### src/rtl/mmio_io_ctrl_pkg.sv
// mmio_io_ctrl_pkg: MMIO address map, base mask and counter type shared by mmio_io_ctrl.
package mmio_io_ctrl_pkg;
  localparam logic [15:0] MMIO_BASE   = 16'hFFF0;
  localparam logic [15:0] MMIO_MASK   = 16'hFFF0;
  localparam logic [15:0] A_LEDR      = 16'hFFF0;
  localparam logic [15:0] A_HEX_LO    = 16'hFFF1;
  localparam logic [15:0] A_HEX_HI    = 16'hFFF2;
  localparam logic [15:0] A_SW        = 16'hFFF8;
  localparam logic [15:0] A_KEY       = 16'hFFF9;
  localparam logic [15:0] A_KEY_LATCH = 16'hFFFA;
  localparam logic [15:0] A_CYC_LO    = 16'hFFFB;
  localparam logic [15:0] A_CYC_HI    = 16'hFFFC;
  localparam logic [15:0] A_INS_LO    = 16'hFFFD;
  localparam logic [15:0] A_INS_HI    = 16'hFFFE;
  localparam logic [15:0] A_HALT      = 16'hFFFF;
  typedef logic [31:0] cnt_t;
  function automatic logic is_mmio(input logic [15:0] a);
    return (a & MMIO_MASK) == MMIO_BASE;
  endfunction
endpackage

### src/rtl/mmio_io_ctrl_if.sv
// mmio_io_ctrl_if: processor data bus into the MMIO block (master = processor, slave = mmio_io_ctrl).
interface mmio_io_ctrl_if;
  logic [15:0] DataAddr;
  logic        WriteData;
  logic [15:0] DataWr;
  logic        ReadEn;
  logic [15:0] DataRd;
  logic        RdValid;
  modport master (output DataAddr, WriteData, DataWr, ReadEn, input DataRd, RdValid);
  modport slave (input DataAddr, WriteData, DataWr, ReadEn, output DataRd, RdValid);
endinterface

### src/rtl/hex7seg.sv
// hex7seg: hex nibble to active-low seven-segment glyph, bit order {g,f,e,d,c,b,a}.
module hex7seg (
  input  logic [3:0] nib,
  output logic [6:0] seg
);
  always_comb begin
    case (nib)
      4'h0: seg = 7'h40;
      4'h1: seg = 7'h79;
      4'h2: seg = 7'h24;
      4'h3: seg = 7'h30;
      4'h4: seg = 7'h19;
      4'h5: seg = 7'h12;
      4'h6: seg = 7'h02;
      4'h7: seg = 7'h78;
      4'h8: seg = 7'h00;
      4'h9: seg = 7'h10;
      4'hA: seg = 7'h08;
      4'hB: seg = 7'h03;
      4'hC: seg = 7'h46;
      4'hD: seg = 7'h21;
      4'hE: seg = 7'h06;
      default: seg = 7'h0E;
    endcase
  end
endmodule

### src/rtl/mmio_io_ctrl.sv
// mmio_io_ctrl: board I/O and perf counters mapped at FFF0-FFFF with 1-cycle registered reads.
// Define MMIO_PERF_CNT_EN to build the cycle/instruction counters; otherwise FFFB-FFFE read 0.
module mmio_io_ctrl
  import mmio_io_ctrl_pkg::*;
(
  input  logic                Clock,
  input  logic                ResetN,
  mmio_io_ctrl_if.slave       bus,
  input  logic                InstrRetired,
  input  logic [9:0]          SW,
  input  logic [2:0]          KEY,
  output logic [9:0]          LEDR,
  output logic [6:0]          HEX0,
  output logic [6:0]          HEX1,
  output logic [6:0]          HEX2,
  output logic [6:0]          HEX3,
  output logic [6:0]          HEX4,
  output logic [6:0]          HEX5,
  output logic                Halted
);
  logic        rd;
  logic [15:0] rdata, perf_rd;
  logic [9:0]  ledr_q, ledr_d, sw_meta_q, sw_meta_d, sw_sync_q, sw_sync_d;
  logic [15:0] hex_lo_q, hex_lo_d, data_rd_q, data_rd_d;
  logic [7:0]  hex_hi_q, hex_hi_d;
  logic [2:0]  key_meta_q, key_meta_d, key_sync_q, key_sync_d, key_prev_q, key_prev_d, key_latch_q, key_latch_d;
  logic        halted_q, halted_d, rd_valid_q, rd_valid_d;
  logic [23:0] nibs;
  logic [6:0]  seg [6];
  always_comb begin
    rd          = bus.ReadEn && is_mmio(bus.DataAddr);
    ledr_d      = (bus.WriteData && bus.DataAddr == A_LEDR) ? bus.DataWr[9:0] : ledr_q;
    hex_lo_d    = (bus.WriteData && bus.DataAddr == A_HEX_LO) ? bus.DataWr : hex_lo_q;
    hex_hi_d    = (bus.WriteData && bus.DataAddr == A_HEX_HI) ? bus.DataWr[7:0] : hex_hi_q;
    halted_d    = halted_q || (bus.WriteData && bus.DataAddr == A_HALT);
    sw_meta_d   = SW;
    sw_sync_d   = sw_meta_q;
    key_meta_d  = ~KEY;
    key_sync_d  = key_meta_q;
    key_prev_d  = key_sync_q;
    // a new press in the clearing cycle survives the clear
    key_latch_d = ((rd && bus.DataAddr == A_KEY_LATCH) ? 3'b000 : key_latch_q) | (key_sync_q & ~key_prev_q);
    rdata       = bus.DataAddr == A_LEDR      ? {6'b0, ledr_q}      :
                  bus.DataAddr == A_HEX_LO    ? hex_lo_q            :
                  bus.DataAddr == A_HEX_HI    ? {8'b0, hex_hi_q}    :
                  bus.DataAddr == A_SW        ? {6'b0, sw_sync_q}   :
                  bus.DataAddr == A_KEY       ? {13'b0, key_sync_q} :
                  bus.DataAddr == A_KEY_LATCH ? {13'b0, key_latch_q} : perf_rd;
    rd_valid_d  = rd;
    data_rd_d   = rd ? rdata : 16'h0000;
  end
  always_ff @(posedge Clock) begin
    if (!ResetN) begin
      ledr_q      <= '0;
      hex_lo_q    <= '0;
      hex_hi_q    <= '0;
      halted_q    <= 1'b0;
      sw_meta_q   <= '0;
      sw_sync_q   <= '0;
      key_meta_q  <= '0;
      key_sync_q  <= '0;
      key_prev_q  <= '0;
      key_latch_q <= '0;
      rd_valid_q  <= 1'b0;
      data_rd_q   <= '0;
    end else begin
      ledr_q      <= ledr_d;
      hex_lo_q    <= hex_lo_d;
      hex_hi_q    <= hex_hi_d;
      halted_q    <= halted_d;
      sw_meta_q   <= sw_meta_d;
      sw_sync_q   <= sw_sync_d;
      key_meta_q  <= key_meta_d;
      key_sync_q  <= key_sync_d;
      key_prev_q  <= key_prev_d;
      key_latch_q <= key_latch_d;
      rd_valid_q  <= rd_valid_d;
      data_rd_q   <= data_rd_d;
    end
  end
`ifdef MMIO_PERF_CNT_EN
  cnt_t        cyc_q, cyc_d, ins_q, ins_d;
  logic [15:0] cyc_sh_q, cyc_sh_d, ins_sh_q, ins_sh_d;
  // low-half reads capture the high half so a later high read matches across a carry
  always_comb begin
    cyc_d    = halted_q ? cyc_q : cyc_q + 32'd1;
    ins_d    = (InstrRetired && !halted_q) ? ins_q + 32'd1 : ins_q;
    cyc_sh_d = (rd && bus.DataAddr == A_CYC_LO) ? cyc_q[31:16] : cyc_sh_q;
    ins_sh_d = (rd && bus.DataAddr == A_INS_LO) ? ins_q[31:16] : ins_sh_q;
    perf_rd  = bus.DataAddr == A_CYC_LO ? cyc_q[15:0] :
               bus.DataAddr == A_CYC_HI ? cyc_sh_q    :
               bus.DataAddr == A_INS_LO ? ins_q[15:0] :
               bus.DataAddr == A_INS_HI ? ins_sh_q    : 16'h0000;
  end
  always_ff @(posedge Clock) begin
    if (!ResetN) begin
      cyc_q    <= '0;
      ins_q    <= '0;
      cyc_sh_q <= '0;
      ins_sh_q <= '0;
    end else begin
      cyc_q    <= cyc_d;
      ins_q    <= ins_d;
      cyc_sh_q <= cyc_sh_d;
      ins_sh_q <= ins_sh_d;
    end
  end
`else
  logic unused_instr;
  assign unused_instr = InstrRetired;
  assign perf_rd      = 16'h0000;
`endif
  assign nibs = {hex_hi_q, hex_lo_q};
  for (genvar i = 0; i < 6; i++) begin : g_hex
    hex7seg u_hex (.nib(nibs[4*i +: 4]), .seg(seg[i]));
  end
  assign HEX0        = seg[0];
  assign HEX1        = seg[1];
  assign HEX2        = seg[2];
  assign HEX3        = seg[3];
  assign HEX4        = seg[4];
  assign HEX5        = seg[5];
  assign LEDR        = ledr_q;
  assign Halted      = halted_q;
  assign bus.DataRd  = data_rd_q;
  assign bus.RdValid = rd_valid_q;
endmodule

### src/flat_wrapper.sv
// flat-port wrapper written by rule: the top's interface ports become plain ports
module mmio_io_ctrl_flat import mmio_io_ctrl_pkg::*;
  (Clock, ResetN, InstrRetired, SW, KEY, LEDR, HEX0, HEX1, HEX2, HEX3, HEX4, HEX5, Halted, bus_DataAddr, bus_WriteData, bus_DataWr, bus_ReadEn, bus_DataRd, bus_RdValid);
  mmio_io_ctrl_if bus_i ();
  input  logic Clock;
  input  logic ResetN;
  input  logic InstrRetired;
  input  logic [9:0] SW;
  input  logic [2:0] KEY;
  output logic [9:0] LEDR;
  output logic [6:0] HEX0;
  output logic [6:0] HEX1;
  output logic [6:0] HEX2;
  output logic [6:0] HEX3;
  output logic [6:0] HEX4;
  output logic [6:0] HEX5;
  output logic Halted;
  input wire logic [$bits(bus_i.DataAddr)-1:0] bus_DataAddr;
  input wire logic [$bits(bus_i.WriteData)-1:0] bus_WriteData;
  input wire logic [$bits(bus_i.DataWr)-1:0] bus_DataWr;
  input wire logic [$bits(bus_i.ReadEn)-1:0] bus_ReadEn;
  output wire logic [$bits(bus_i.DataRd)-1:0] bus_DataRd;
  output wire logic [$bits(bus_i.RdValid)-1:0] bus_RdValid;
  assign bus_i.DataAddr = bus_DataAddr;
  assign bus_i.WriteData = bus_WriteData;
  assign bus_i.DataWr = bus_DataWr;
  assign bus_i.ReadEn = bus_ReadEn;
  assign bus_DataRd = bus_i.DataRd;
  assign bus_RdValid = bus_i.RdValid;
  mmio_io_ctrl u_core (.Clock(Clock), .ResetN(ResetN), .bus(bus_i), .InstrRetired(InstrRetired), .SW(SW), .KEY(KEY), .LEDR(LEDR), .HEX0(HEX0), .HEX1(HEX1), .HEX2(HEX2), .HEX3(HEX3), .HEX4(HEX4), .HEX5(HEX5), .Halted(Halted));
endmodule
### config.mk
export PLATFORM = sky130hd
export DESIGN_NAME = mmio_io_ctrl_flat
export DESIGN_NICKNAME = d
export VERILOG_FILES = /design/src/rtl/mmio_io_ctrl_pkg.sv /design/src/rtl/mmio_io_ctrl_if.sv /design/src/rtl/hex7seg.sv /design/src/rtl/mmio_io_ctrl.sv /design/src/flat_wrapper.sv
export SDC_FILE = /design/constraint.sdc
export NUM_CORES = 1
export LEC_CHECK = 0
export ABC_AREA = 0
export CAP_MARGIN = 5
export CORE_ASPECT_RATIO = 0.6
export CORE_MARGIN = 3
export CORE_UTILIZATION = 44
export CTS_CLUSTER_SIZE = 30
export DETAILED_ROUTE_END_ITERATION = 12
export PLACE_DENSITY = 0.83
export SYNTH_ARGS = -nofsm -noshare
export SYNTH_HDL_FRONTEND = slang
export SYNTH_HIERARCHICAL = 1
export SYNTH_SLANG_ARGS = --single-unit
### constraint.sdc
create_clock -name Clock -period 2.41 [get_ports Clock]
set_input_delay 0.6025 -clock Clock [delete_from_list [all_inputs] [get_ports Clock]]
set_output_delay 0.6025 -clock Clock [all_outputs]
set_load 0.02 [all_outputs]
### After elaboration in Yosys (flattened, before gate mapping)

Memories as Yosys holds them, arrays and structs flattened. A register that Yosys moved wholly into a read port is not among the register bits.
Index checks and enable logic that the tools add are counted.

| storage, ports and cells | value |
|---|---|
| register bits | 84 |
| ROM bits | 672 |
| input bits | 50 |
| output and inout bits | 70 |
| logic and storage cells | 61 |
| memories kept | 6 |

| operators by class | value |
|---|---|
| equal/unequal tests | 8 |
| muxes and demuxes | 19 |
| bitwise operators | 6 |
| reduce and logical (&&, ||, !) cells | 9 |

Memory list:

| memory | words | width | read ports | clocked after Yosys merged registers in | write ports | line | RTL |
|---|---|---|---|---|---|---|---|
| (no name shown) | 16 | 7 | 1 | 1 | 0 | hex7seg.sv:7 | `case (nib)` |
| (no name shown) | 16 | 7 | 1 | 1 | 0 | hex7seg.sv:7 |  |
| (no name shown) | 16 | 7 | 1 | 1 | 0 | hex7seg.sv:7 |  |
| (no name shown) | 16 | 7 | 1 | 1 | 0 | hex7seg.sv:7 |  |
| (no name shown) | 16 | 7 | 1 | 1 | 0 | hex7seg.sv:7 |  |
| (no name shown) | 16 | 7 | 1 | 1 | 0 | hex7seg.sv:7 |  |

Operators with widths:

| kind | count |
|---|---|
| equality test 16 bit (second input constant) | 7 |
| 2-to-1 mux 16 bit | 4 |
| 2-to-1 mux 4 bit | 12 |
| equality test 12 bit (second input constant) | 1 |
| 2-to-1 mux 10 bit | 1 |
| logical AND 1 bit | 6 |
| 2-to-1 mux 3 bit | 2 |
| inverter 3 bit | 2 |
| bitwise AND 3 bit | 1 |
| bitwise OR 3 bit | 1 |
| OR reduction 3 bit | 1 |
| inverter 1 bit | 2 |
| AND reduction 2 bit | 1 |
| logical OR 1 bit | 1 |

### Logic depth before layout (Yosys ltp)

| depth | value |
|---|---|
| depth in word-level cells | 7 |
| gate-level depth with buffers | 7 |
| mapped depth without buffers | 5 |

### Cells and area by module

Netlist, hierarchy kept.

By module, submodules not included:

| module | times used | cells each | area each (um2) | seq. area each (um2) |
|---|---|---|---|---|
| mmio_io_ctrl | 1 | 344 | 3,168.0 | 1,681.6 |
| hex7seg | 6 | 32 | 275.3 | 0.0 |

### Worst setup path before layout

OpenSTA, ideal clock, no wires.

| path | value |
|---|---|
| path kind | in2reg |
| start | input port bus_DataAddr[2] |
| end | register u_core.hex_lo_q[4] |
| setup time | 132 ps |
| data arrival time | 2,200 ps |
| data required time | 2,278 ps |
| setup slack | 78 ps |
| cell stages on the path | 7 |
| path buffers | 3 |
| path through | buf_4 -> or4b_4 -> or4_4 -> buf_6 -> buf_8 -> o21ai_1 -> a21oi_1 |

| on the way | value |
|---|---|
| cells in the longest elaborated chain, start to end | 2 |

RTL lines:

| what | line | RTL |
|---|---|---|
| start: declaration | flat_wrapper.sv:18 | `input wire logic [$bits(bus_i.DataAddr)-1:0] bus_DataAddr;` |
| equality test 16 bit | mmio_io_ctrl.sv:33 | `hex_lo_d = (bus.WriteData && bus.DataAddr == A_HEX_LO) ? bus.DataWr : hex_lo_q;` |
| logical AND 1 bit | mmio_io_ctrl.sv:33 |  |
| end signal: assignment | mmio_io_ctrl.sv:68 | `hex_lo_q <= hex_lo_d;` |
| end: declaration | mmio_io_ctrl.sv:24 | `logic [15:0] hex_lo_q, hex_lo_d, data_rd_q, data_rd_d;` |

No other way between the ends.
A chain may end at the register's enable or synchronous reset.

==> metrics.csv <==
stage;metric;value;unit
run_status;status;finished clean;
synth;cell taking the most area after synthesis;dfxtp_1;
sta;max-slew violation count;0;
synth;synthesized flop and latch total;84;
drt;Vias/cell;5.56;
synth;Post-Syn Instances;536;
place;Port Buffers;118;
synth;post-synth net total;628;
finish;Finished Cell Area;7010;sq um
drt;DRC Markers;0;
setup_path;CP Data Arrival Time;1800;ps
finish;antenna cell count;0;
synth;most instantiated cells after synthesis;dfxtp_1 (84), a21oi_1 (50), ha_1 (42), nor2_1 (40), o21ai_0 (39);
die;Die ar.;12300;sq um
place;pre-CTS WS;-370;ps
place;Cell Area, Placed;6570;sq um
sta;Slew @ Worst Pin;524;ps
die;Die Wd;141;um
global_routing;GR Layer Usage met1;0.330;
sta;Final setup viols;0;
finish;final core occ;0.682;
die;die height;87.1;um
run;Max-Cap Viols;0;
clock_tree;Clock Sinks;84;
sta;setup repair after global routing missed its margin;true;
die;I/O pin cnt;120;
sta;Setup WS post-layout;9.01;ps
drt;vias;4748;
sta;Fin. Hold Viols;0;
global_routing;GRT Total Usage;0.237;
setup_path;class of the most critical setup path;flop to output port;
setup_path;CP required;1810;ps
synth;Post-synth EDFFs;0;
global_routing;GR peak layer;met2;
clock_tree;H-tree Lvls;3;
clock_tree;CTS root buf;clkbuf_16;
sta;crit share post-route;0.996;
worst_hold_path;worst hold path type;flop to flop;
setup_path;crit path capture type;output port;
die;Rows;28;
synth;top-count cell post-synth;dfxtp_1;
global_routing;GRT met3 Usage;0.0757;
place;Final Wtd Congestion;0.937;
clock_tree;Worst-Skew Late Latency;350;ps
die;starting density of the core;0.470;
synth;Synth async-reset ratio;0;
global_routing;grt met2 use;0.356;
drt;DR WL/cell;17.4;um
drt;post-route antenna net violation count;0;
sta;Rel. slew slack;0.648;
synth;top cell type's share of synthesized area;0.349;
setup_path;largest fanout on the critical path;3;
finish;count of nets after finishing;806;
power_and_ir_drop;maximum vdd drop;410;uV
clock_tree;clock buffer depth;2;
place;DP Wirelength;11000;um
synth;ranking of synthesized cells by area;dfxtp_1 (35%), ha_1 (11%), a21oi_1 (5.2%);
power_and_ir_drop;PD cells;417;nW/um^2
die;Core Footprint;10300;sq um
global_routing;vias in the first global route;4473;
global_routing;total congestion overflow;0;
synth;Top FF cell, synth;dfxtp_1;
sta;fmax;0.416;GHz
finish;share of layout cells above drive strength 1;0.282;
synth;Post-Synthesis Cell Area;4820;sq um
synth;post-synthesis sequential area ratio;0.349;
global_routing;initial antenna violation count;0;
synth;unique cell type count in the Yosys netlist;46;
drt;DRT Wirelength;14900;um
finish;area added between synthesis and finish;45.4;%
clock_tree;clock transition at the registers of the reported paths;60;ps
synth;YS warnings;6;
sta;clock skew;3.11;ps
global_routing;first-pass GRT wire length;23200;um
clock_tree;cts bufs inserted;9;
setup_path;Worst setup SP type;flop;
global_routing;largest net degree at the start of global routing;35;
clock_tree;TritonCTS clock tree;yes;
synth;average size of a mapped cell;8.99;sq um
drt;1st-iter DRT viols;502;
power_and_ir_drop;P_leak;2.76;nW
sta;fin crit period;2400;ps
drt;first-pass iteration count of the detailed router;5;
setup_path;flop2flop setup slack;1000;ps
cell families (layout without fill, tap and decap cells):
group	count (synthesis)	in the layout	share of synthesized area
simple gates	163	163	0.196
compound gates	144	144	0.179
mux	36	36	0.0966
fa+ha+maj	42	42	0.109
buf+inv	67	250	0.0701
flops	84	84	0.349
per-stage QoR:
step / power, mW / hold slack (ps) / setup TNS [ps] / cells
floorplan: 1.53 / 412 / 0 / 536
global placement: 1.64 / 418 / -11050 / 834
detailed placement: 1.65 / 419 / -13770 / 834
CTS: 2.95 / 434 / -33.6 / 851
global route: 3.02 / 451 / -93.0 / 854
finish: 2.92 / 434 / 0 / 854
report_power, final:
part | internal (mW) | switching (mW) | total, mW
Combinational | 0.109 | 0.0968 | 0.206
Sequential | 1.41 | 0.00691 | 1.41
Clock | 0.712 | 0.594 | 1.31
Total | 2.23 | 0.698 | 2.92
critical path, stage by stage (launching register included):
cell           delay [ps]
dfxtp_4               360
inv_4                  50
buf_6                 110
buf_4                 120
ha_1                  180
mux2i_1               170
a21oi_1               120
dlygate4sd2_1         340
cell usage in the layout (no fill, tap or decap), types with 5 or more instances in the layout:
master	netlist	final
buf_4	1	91
a21oi_1	50	48
clkdlybuf4s50_1	0	76
a32o_1	6	6
dfxtp_4	0	6
a22o_1	13	13
or3b_1	6	5
dlygate4sd2_1	0	15
inv_1	26	13
o21ai_1	10	13
buf_6	8	9
ha_4	0	8
dfxtp_1	84	71
o22ai_1	7	7
nor2_1	40	40
and2_1	30	30
buf_2	9	9
inv_2	0	10
nand3_1	34	34
mux2_2	6	6
nand2b_1	5	5
dfxtp_2	0	7
clkbuf_16	0	9
and2b_2	6	6
mux2i_1	24	24
nor2b_1	6	6
a22oi_1	14	14
mux4_2	0	5
ha_2	0	5
nand2_1	10	10
o21ai_0	39	33
ha_1	42	29
routing by layer:
metal	wire length (um)	vias up	share of wire
li1	-	2271	-
met1	6750	2219	0.45
met2	6490	231	0.44
met3	1390	27	0.093
met4	243	0	0.016
met5	0	-	0
flip-flops by register name, summed over array words and instances, names as in the netlist:
signal              count
u_core/key_meta_q       3
u_core/hex_lo_q        16
u_core/LEDR            10
u_core/key_prev_d       3
u_core/bus.RdValid      1
u_core/key_latch_q      3
u_core/sw_sync_q       10
u_core/bus.DataRd      16
u_core/key_prev_q       3
u_core/hex_hi_q         8
u_core/Halted           1
u_core/sw_meta_q       10
path summary, 6_finish.rpt:
| path | startpoint | to | cells past startpoint |
|---|---|---|---|
| setup reg to reg | u_core/hex_lo_q[1] | u_core/bus.DataRd[1] | 5 |
| hold / removal | u_core/sw_meta_q[2] | u_core/sw_sync_q[2] | 1 |
| hold reg to reg | u_core/sw_meta_q[2] | u_core/sw_sync_q[2] | 1 |
| setup / recovery | u_core/hex_lo_q[1] | HEX0[5] | 7 |
cell type report:
class,count,area (sq um)
clock buffers,9,225
repair buffers,207,1770
inverters,27,109
clock inverters,7,60.1
flip-flops and latches,84,1710
fillers,775,3260
multi-input cells,385,2960
well taps,135,169
repair_timing:
action / 4_1_cts / 5_1_grt
buffers inserted: 1 / 3
hold buffers: 0 / 0
pin swaps: 0 / 5
resized for setup: 144 / 73
endpoints found under the setup margin: 47 / 39
Power figures use the tool's default switching activity.
